File: config.mk
export PLATFORM = sky130hd
export DESIGN_NAME = cpu_multicycle
export DESIGN_NICKNAME = d
export VERILOG_FILES = /design/src/rtl/cpu_multicycle.sv
export SDC_FILE = /design/constraint.sdc
export NUM_CORES = 2
export LEC_CHECK = 0
export ABC_CLOCK_PERIOD_IN_PS = 70400
export CORE_ASPECT_RATIO = 0.7
export CORE_UTILIZATION = 55
export DETAILED_ROUTE_END_ITERATION = 8
export GPL_ROUTABILITY_DRIVEN = 0
export PLACE_DENSITY = 0.72
export SYNTH_ARGS = -nofsm -noshare
export SYNTH_HDL_FRONTEND = slang
export SYNTH_SLANG_ARGS = --single-unit
File: constraint.sdc
create_clock -name clk_i -period 70.4 [get_ports clk_i]
set_input_delay 21.12 -clock clk_i [delete_from_list [all_inputs] [get_ports clk_i]]
set_output_delay 21.12 -clock clk_i [all_outputs]
set_load 0.02 [all_outputs]
File: src/rtl/cpu_multicycle.sv
// Multi-cycle RISC-V subset core. FETCH/DECODE/EXEC/WB sequencing with a
// wait-state tolerant instruction port and a registered retire trace.
module cpu_multicycle #(
  parameter int              XLEN     = 32,
  parameter int              NREG     = 32,
  parameter logic [XLEN-1:0] RESET_PC = '0
) (
  input  logic            clk_i,
  input  logic            rst_i,
  input  logic            start_i,
  output logic            imem_req_o,
  output logic [XLEN-1:0] imem_addr_o,
  input  logic            imem_ack_i,
  input  logic [31:0]     imem_data_i,
  output logic            retire_o,
  output logic [XLEN-1:0] retire_pc_o,
  output logic [4:0]      retire_rd_o,
  output logic [XLEN-1:0] retire_data_o,
  output logic            illegal_o,
  output logic            halted_o
);
  localparam int         SW     = $clog2(XLEN);
  localparam int         AW     = $clog2(NREG);
  localparam logic [5:0] NREG_W = 6'(NREG);

  typedef enum logic [2:0] {
    S_IDLE, S_FETCH, S_DECODE, S_EXEC, S_WB, S_HALT
  } state_t;

  typedef enum logic [3:0] {
    OP_ILL, OP_ADD, OP_SUB, OP_AND, OP_XOR, OP_SLL, OP_MUL, OP_ADDI, OP_SRAI
  } op_t;

  state_t          r_state, w_next;
  logic [XLEN-1:0] r_pc, r_op_a, r_op_b, r_imm, r_result;
  logic [31:0]     r_ir;
  logic [XLEN-1:0] r_regs [NREG];

  logic            r_retire, r_illegal;
  logic [XLEN-1:0] r_retire_pc, r_retire_data;
  logic [4:0]      r_retire_rd;

  logic [6:0]      w_opcode, w_funct7;
  logic [2:0]      w_funct3;
  logic [4:0]      w_rd_f, w_rs1_f, w_rs2_f;
  logic [AW-1:0]   w_rd_idx, w_rs1_idx, w_rs2_idx;
  logic [SW-1:0]   w_shamt_r, w_shamt_i;
  op_t             w_op;
  logic            w_uses_rs2, w_reg_oob, w_legal, w_wen;
  logic [XLEN-1:0] w_alu;

  assign w_opcode  = r_ir[6:0];
  assign w_rd_f    = r_ir[11:7];
  assign w_funct3  = r_ir[14:12];
  assign w_rs1_f   = r_ir[19:15];
  assign w_rs2_f   = r_ir[24:20];
  assign w_funct7  = r_ir[31:25];
  assign w_rd_idx  = w_rd_f[AW-1:0];
  assign w_rs1_idx = w_rs1_f[AW-1:0];
  assign w_rs2_idx = w_rs2_f[AW-1:0];
  assign w_shamt_r = r_op_b[SW-1:0];
  assign w_shamt_i = r_ir[20+SW-1:20];

  // NOTE: every variable written in an always_comb gets a default first, so no path can infer a latch.
  always_comb begin
    w_op       = OP_ILL;
    w_uses_rs2 = 1'b0;
    case (w_opcode)
      7'b0110011: begin
        w_uses_rs2 = 1'b1;
        case ({w_funct7, w_funct3})
          10'b0000000_111: w_op = OP_AND;
          10'b0000000_100: w_op = OP_XOR;
          10'b0000000_001: w_op = OP_SLL;
          10'b0000000_000: w_op = OP_ADD;
          10'b0100000_000: w_op = OP_SUB;
          10'b0000001_000: w_op = OP_MUL;
          default:         w_op = OP_ILL;
        endcase
      end
      7'b0010011: begin
        if (w_funct3 == 3'b000)
          w_op = OP_ADDI;
        else if (w_funct3 == 3'b101 && w_funct7 == 7'b0100000)
          w_op = OP_SRAI;
      end
      default: w_op = OP_ILL;
    endcase
  end

  // rs2 is only a register index for R-type; in I-type those bits are immediate.
  assign w_reg_oob = ({1'b0, w_rs1_f} >= NREG_W) || ({1'b0, w_rd_f} >= NREG_W) ||
                     (w_uses_rs2 && ({1'b0, w_rs2_f} >= NREG_W));
  assign w_legal   = (w_op != OP_ILL) && !w_reg_oob;
  assign w_wen     = w_legal && (w_rd_f != 5'd0);

  always_comb begin
    w_alu = '0;
    case (w_op)
      OP_ADD:  w_alu = r_op_a + r_op_b;
      OP_SUB:  w_alu = r_op_a - r_op_b;
      OP_AND:  w_alu = r_op_a & r_op_b;
      OP_XOR:  w_alu = r_op_a ^ r_op_b;
      OP_SLL:  w_alu = r_op_a << w_shamt_r;
      OP_MUL:  w_alu = r_op_a * r_op_b;
      OP_ADDI: w_alu = r_op_a + r_imm;
      OP_SRAI: w_alu = XLEN'($signed(r_op_a) >>> w_shamt_i);
      default: w_alu = '0;
    endcase
  end

  // NOTE: sequential state uses non-blocking assignments so every register samples pre-edge values.
  always_ff @(posedge clk_i or posedge rst_i) begin
    if (rst_i) r_state <= S_IDLE;
    else       r_state <= w_next;
  end

  always_comb begin
    w_next = r_state;
    case (r_state)
      S_IDLE:   if (start_i) w_next = S_FETCH;
      S_FETCH:  if (imem_ack_i) w_next = S_DECODE;
      S_DECODE: w_next = (r_ir == 32'h0) ? S_HALT : S_EXEC;
      S_EXEC:   w_next = S_WB;
      S_WB:     w_next = start_i ? S_FETCH : S_IDLE;
      S_HALT:   w_next = S_HALT;
      default:  w_next = S_IDLE;
    endcase
  end

  // NOTE: the register file is reset because architectural state must start at zero; a plain RAM would not be.
  always_ff @(posedge clk_i or posedge rst_i) begin
    if (rst_i) begin
      r_pc     <= RESET_PC;
      r_ir     <= '0;
      r_op_a   <= '0;
      r_op_b   <= '0;
      r_imm    <= '0;
      r_result <= '0;
      for (int i = 0; i < NREG; i++) r_regs[i] <= '0;
    end else begin
      case (r_state)
        S_FETCH: if (imem_ack_i) r_ir <= imem_data_i;
        S_DECODE: begin
          r_op_a <= r_regs[w_rs1_idx];
          r_op_b <= r_regs[w_rs2_idx];
          r_imm  <= {{(XLEN-12){r_ir[31]}}, r_ir[31:20]};
        end
        S_EXEC: r_result <= w_alu;
        S_WB: begin
          if (w_wen) r_regs[w_rd_idx] <= r_result;
          r_pc <= r_pc + XLEN'(4);
        end
        default: ;
      endcase
    end
  end

  // EXEC always leads to WB, so loading the trace here makes it valid exactly in WB.
  always_ff @(posedge clk_i or posedge rst_i) begin
    if (rst_i) begin
      r_retire      <= 1'b0;
      r_retire_pc   <= '0;
      r_retire_rd   <= '0;
      r_retire_data <= '0;
      r_illegal     <= 1'b0;
    end else begin
      r_retire      <= (r_state == S_EXEC);
      r_retire_pc   <= (r_state == S_EXEC) ? r_pc : '0;
      r_retire_rd   <= (r_state == S_EXEC && w_wen) ? w_rd_f : '0;
      r_retire_data <= (r_state == S_EXEC && w_wen) ? w_alu : '0;
      r_illegal     <= (r_state == S_EXEC) && !w_legal;
    end
  end

  assign imem_req_o    = (r_state == S_FETCH);
  assign imem_addr_o   = r_pc;
  assign halted_o      = (r_state == S_HALT);
  assign retire_o      = r_retire;
  assign retire_pc_o   = r_retire_pc;
  assign retire_rd_o   = r_retire_rd;
  assign retire_data_o = r_retire_data;
  assign illegal_o     = r_illegal;

endmodule

---- After elaboration in Yosys (flattened, before gate mapping) ----
Cells that the tools add are included.
operators by class
  bitwise logic cells ..................... 5
  equality and inequality tests ........... 24
  shift-type cells ........................ 2
  magnitude comparators ................... 4
  divide/modulo/power cells ............... 0
  add/sub/neg operators ................... 4
  multiply operators ...................... 1
  mux-type cells .......................... 22
  reduce and logical (&&, ||, !) cells .... 15
operator list
  operator                 number
  $bwmux W1024             1
  $bmux W32 S5             2
  $pmux W32 S8             1
  $mux W32                 7
  $demux W32 S5            1
  $add A32 B32 Y32         2
  $pmux W3 S6              2
  $add A32 B3 Y32 const B  1
  $and A32 B32 Y32         1
  $logic_not A32 Y1        1
  $mul A32 B32 Y32         1
  $shl A32 B5 Y32          1
  $sshr A32 B5 Y32         1
  $sub A32 B32 Y32         1
  $xor A32 B32 Y32         1
  $eq A10 B3 Y1 const B    2
  $ge A6 B6 Y1 const B     3
  $not A5 Y6               3
  $eq A4 B3 Y1 const B     4
  $eq A7 B6 Y1 const B     2
  $eq A10 B1 Y1 const B    1
  $eq A10 B4 Y1 const B    1
  $eq A10 B9 Y1 const B    1
  $logic_not A10 Y1        1
  other kinds (21)         35
word-level totals
  logic and storage cells ................. 121
  memory bits (writable) .................. 0
  input bits .............................. 36
  register bits ........................... 1270
  output and inout port bits .............. 105
  latch bits .............................. 0
  memories ................................ 0
  bits in read-only memories .............. 0

---- Longest topological paths before layout ----
  depth after elaboration ................. 9
  gate-level depth with buffers ........... 30
  gate-level depth less buffers ........... 26

---- Worst setup path after synthesis ----
Ideal clock, no wire load.
  kind .................................... register to output
  start ................................... reg r_state[0]
  end ..................................... out imem_req_o
  buffers on the path ..................... 2
  path slack .............................. 47.886 ns
  required time ........................... 49.280 ns
  arrival ................................. 1.394 ns
  stages on the path, launching flop included .. 5
  cells stage by stage .................... dfrtp_1 > clkbuf_1 > nor2b_1 > clkbuf_1 > nor2b_1
between the ends
  longest elaborated chain between the ends .. 1
ends and longest elaborated chain
  element                   RTL line  source
  start: declaration        34        state_t r_state, w_next;
  start signal: assignment  115       else r_state <= w_next;
  $eq A3 B1 Y1              176       assign imem_req_o = (r_state == S_FETCH);
  end: declaration          11        output logic imem_req_o,
Every way passes these cells.

==> impl_metrics.tcl <==
set metrics [dict create \
    cts_resized 0 \
    synthCells 6969 \
    initial_core_util 0.5577 \
    use_met2 0.4908 \
    wirelength_um 278200 \
    ys_async_sr_fraction 1.000 \
    status "finished with violations" \
    die_w_um 474.2 \
    rows 120 \
    ant_nets 0 \
    synthTopCellsByArea "dfrtp_1 37%, mux4_2 15%, mux2_2 14%" \
    place_ws_ns 45.51 \
    synth_compound_area_frac 0.05662 \
    drc 0 \
    end_kind "async pin" \
    drv_slew 3 \
    yosys.area_share.simple 0.07245 \
    cp.required_ns 71.14 \
    io_pins 141 \
    syn-cell-area_um2 85830 \
    crit_type "input pin to async pin" \
    dp.cells 8711 \
    synth_area_leader_cell "dfrtp_1" \
    grt.busiest_layer "met1" \
    synthXorXnorAreaFrac 0.01398 \
    clkSinkCount 1266 \
    htreeDepth 3 \
    p_leak_uw 0.04314 \
    synth_mux_area_frac 0.3155 \
    dp.final_hpwl_um 174500 \
    drt_iter0_drc 8882 \
    min_period_ns 24.02 \
    setup_slack_ns 46.38 \
    cts_root_buf "clkbuf_16" \
    yosysWarningCount 0 \
    synthAdderAreaFrac 0.1231 \
    wl_per_cell_um 31.09 \
    timing.setup.tns_ns 0 \
    synth_top_family_by_area "multiplexers" \
    grt_pass1_vias 61550 \
    r2r-start "r_op_a[3]" \
    fp.dieH_um 332.5 \
    crit_start "rst_i" \
    critical_path_arrival_ns 24.77 \
    cts.clk_slew.worst_paths_ns 0.06 \
    dieArea_um2 157700 \
    skew_ns 0.04754 \
    overflow 0 \
    clk_path_buf_depth 3 \
    setup_viol 0 \
    ys_ff_latch 1266 \
    dr.pass1.iters 9 \
    grt_util_met3 0.1259 \
    area_growth_pct 8.267 \
    ys_top_cells_by_count "1,266 x dfrtp_1, 1,078 x mux2_2, 559 x mux4_2" \
    antenna_found_initial 18 \
    clkLatencyLatePin_ns 0.79 \
    grt_pass1_wl_um 415000 \
    vias_per_cell 6.911 \
    postCtsSetupBuffers 0 \
    vdd_drop_max_uv 33.98 \
    via_count 61840 \
    synthFlopType "dfrtp_1" \
    holdBufCountCts 0 \
    worst_pin_slew_ns 1.577 \
    final-hold-violation-count 0 \
    synth_most_common_cell "dfrtp_1" \
    cp_max_fo 180 \
    clock.fmax_mhz 41.63 \
    numCtsBuffers 121 \
    grt_max_degree 181 \
    hp-start "r_regs[1022]" \
    min_period_over_period 0.3412 \
    p_per_area_nw_per_um2 24.72 \
    tritoncts "done" \
    yosysUniqueCellTypes 83 \
    grt_use_total 0.3569 \
    layout-drive-gt1-share 0.3049 \
    synth_enable_flop_cells 0 \
    portBuffers 136 \
    core_area_um2 153900 \
    avgSynthCellArea_um2 12.32 \
    seq_area_frac_synth 0.3691 \
    grt_setup_unrepaired "false" \
    relSlewSlack -0.05764 \
    synth_top_area_frac 0.3691 \
    timing.max_cap.violations 1 \
    fin_cells 8948 \
    nets 7394 \
    met1_usage 0.5150 \
    hold_path.class "flip-flop to flip-flop" \
    crit_path_start_kind "input pin" \
    failed_checks "max-capacitance violations, max-slew violations" \
]
[worst paths after layout]
kind	endpoint	cells after the start	slack [ns]
setup reg to reg	r_result[30]	24	61.35
max in group clk_i	imem_req_o	3	46.96
min in group asynchronous	r_regs[517]	2	20.98
setup / recovery	retire_pc_o[6]	5	46.38
hold reg to reg	r_regs[1022]	0	0.39
hold / removal	r_regs[1022]	0	0.39
[layout make-up]
type | count | area (um2)
fillers | 11900 | 60970
diodes | 17 | 42.54
multi-input cells | 4647 | 50130
clock buffers | 170 | 3443
flip-flops and latches | 1266 | 31720
well taps | 2074 | 2595
inverters | 412 | 1554
repair buffers | 312 | 2795
clock inverters | 50 | 655.6
[critical path: stages]
cell	delay, ns
clkdlybuf4s50_1	0.49
inv_8	0.68
buf_4	0.70
buf_4	0.69
buf_12	0.67
[cell usage in the layout (no fill, tap or decap), types with 17 or more instances in the layout]
cell type,netlist,routed
a21o_1,31,31
mux2_2,1078,1078
nand2b_1,22,21
mux4_2,559,559
nand2_2,1,20
clkbuf_1,433,27
o21ai_0,221,220
a22oi_1,23,23
xor2_1,43,43
xnor2_1,94,94
clkbuf_8,0,21
a21oi_1,187,187
o221ai_1,28,28
nor2b_1,23,17
nand2_1,508,488
clkbuf_16,0,122
diode_2,0,17
clkinv_2,0,20
and3_1,51,51
a31oi_1,21,21
dfrtp_1,1266,1251
nor2_1,196,185
clkdlybuf4s50_1,0,136
o211ai_1,17,17
nor3_1,52,50
ha_1,189,189
a221o_1,17,17
a221oi_1,52,52
inv_1,411,409
nand3_1,38,38
buf_4,18,167
fa_1,409,409
a211oi_1,23,23
o22ai_1,38,38
and2_1,292,292
mux2i_1,228,228
[state kept, by name (all words and copies together), names as in the netlist]
name and flops:
r_op_b 32, retire_o 1, retire_pc_o 30, r_op_a 32, r_imm 12, r_regs 1024, illegal_o 1, r_result 32
r_state 3, retire_rd_o 5, imem_addr_o 30, retire_data_o 32, r_ir 32
[power by group]
part / leakage, uW / switching (uW) / internal, uW
clock: 0.00200 / 301 / 385
combinational: 0.0236 / 507 / 264
sequential: 0.0176 / 90.6 / 750
total: 0.0431 / 898 / 1400
[layer usage]
layer | up-vias | wire length [um]
met5 | - | 249
met4 | 26 | 13440
met3 | 931 | 38110
met2 | 4225 | 115100
met1 | 32110 | 111300
li1 | 24540 | -
[per-stage QoR]
stage / util / power [uW] / cell area, um2 / hold WS (ns)
global route: 0.6036 / 2358 / 92890 / 0.4054
CTS: 0.6036 / 2278 / 92890 / 0.3983
finish: 0.6038 / 2297 / 92930 / 0.3943
floorplan: - / 1327 / 85850 / 0.4380
global placement: 0.5769 / 1592 / 88790 / 0.3763
detailed placement: 0.5769 / 1598 / 88790 / 0.3842
[cells by family (layout without fill, tap and decap cells)]
kind of cell | after synthesis | in the layout
xor gates and xnor gates | 137 | 137
other | 1 | 21
and+or+nand+nor | 1274 | 1274
buffers and inverters | 1059 | 944
adders and majority gates | 599 | 599
AOI/OAI and AO/OA | 762 | 762
DFF | 1266 | 1266
muxes | 1871 | 1871
No activity file was read; power rests on OpenSTA's default activity.
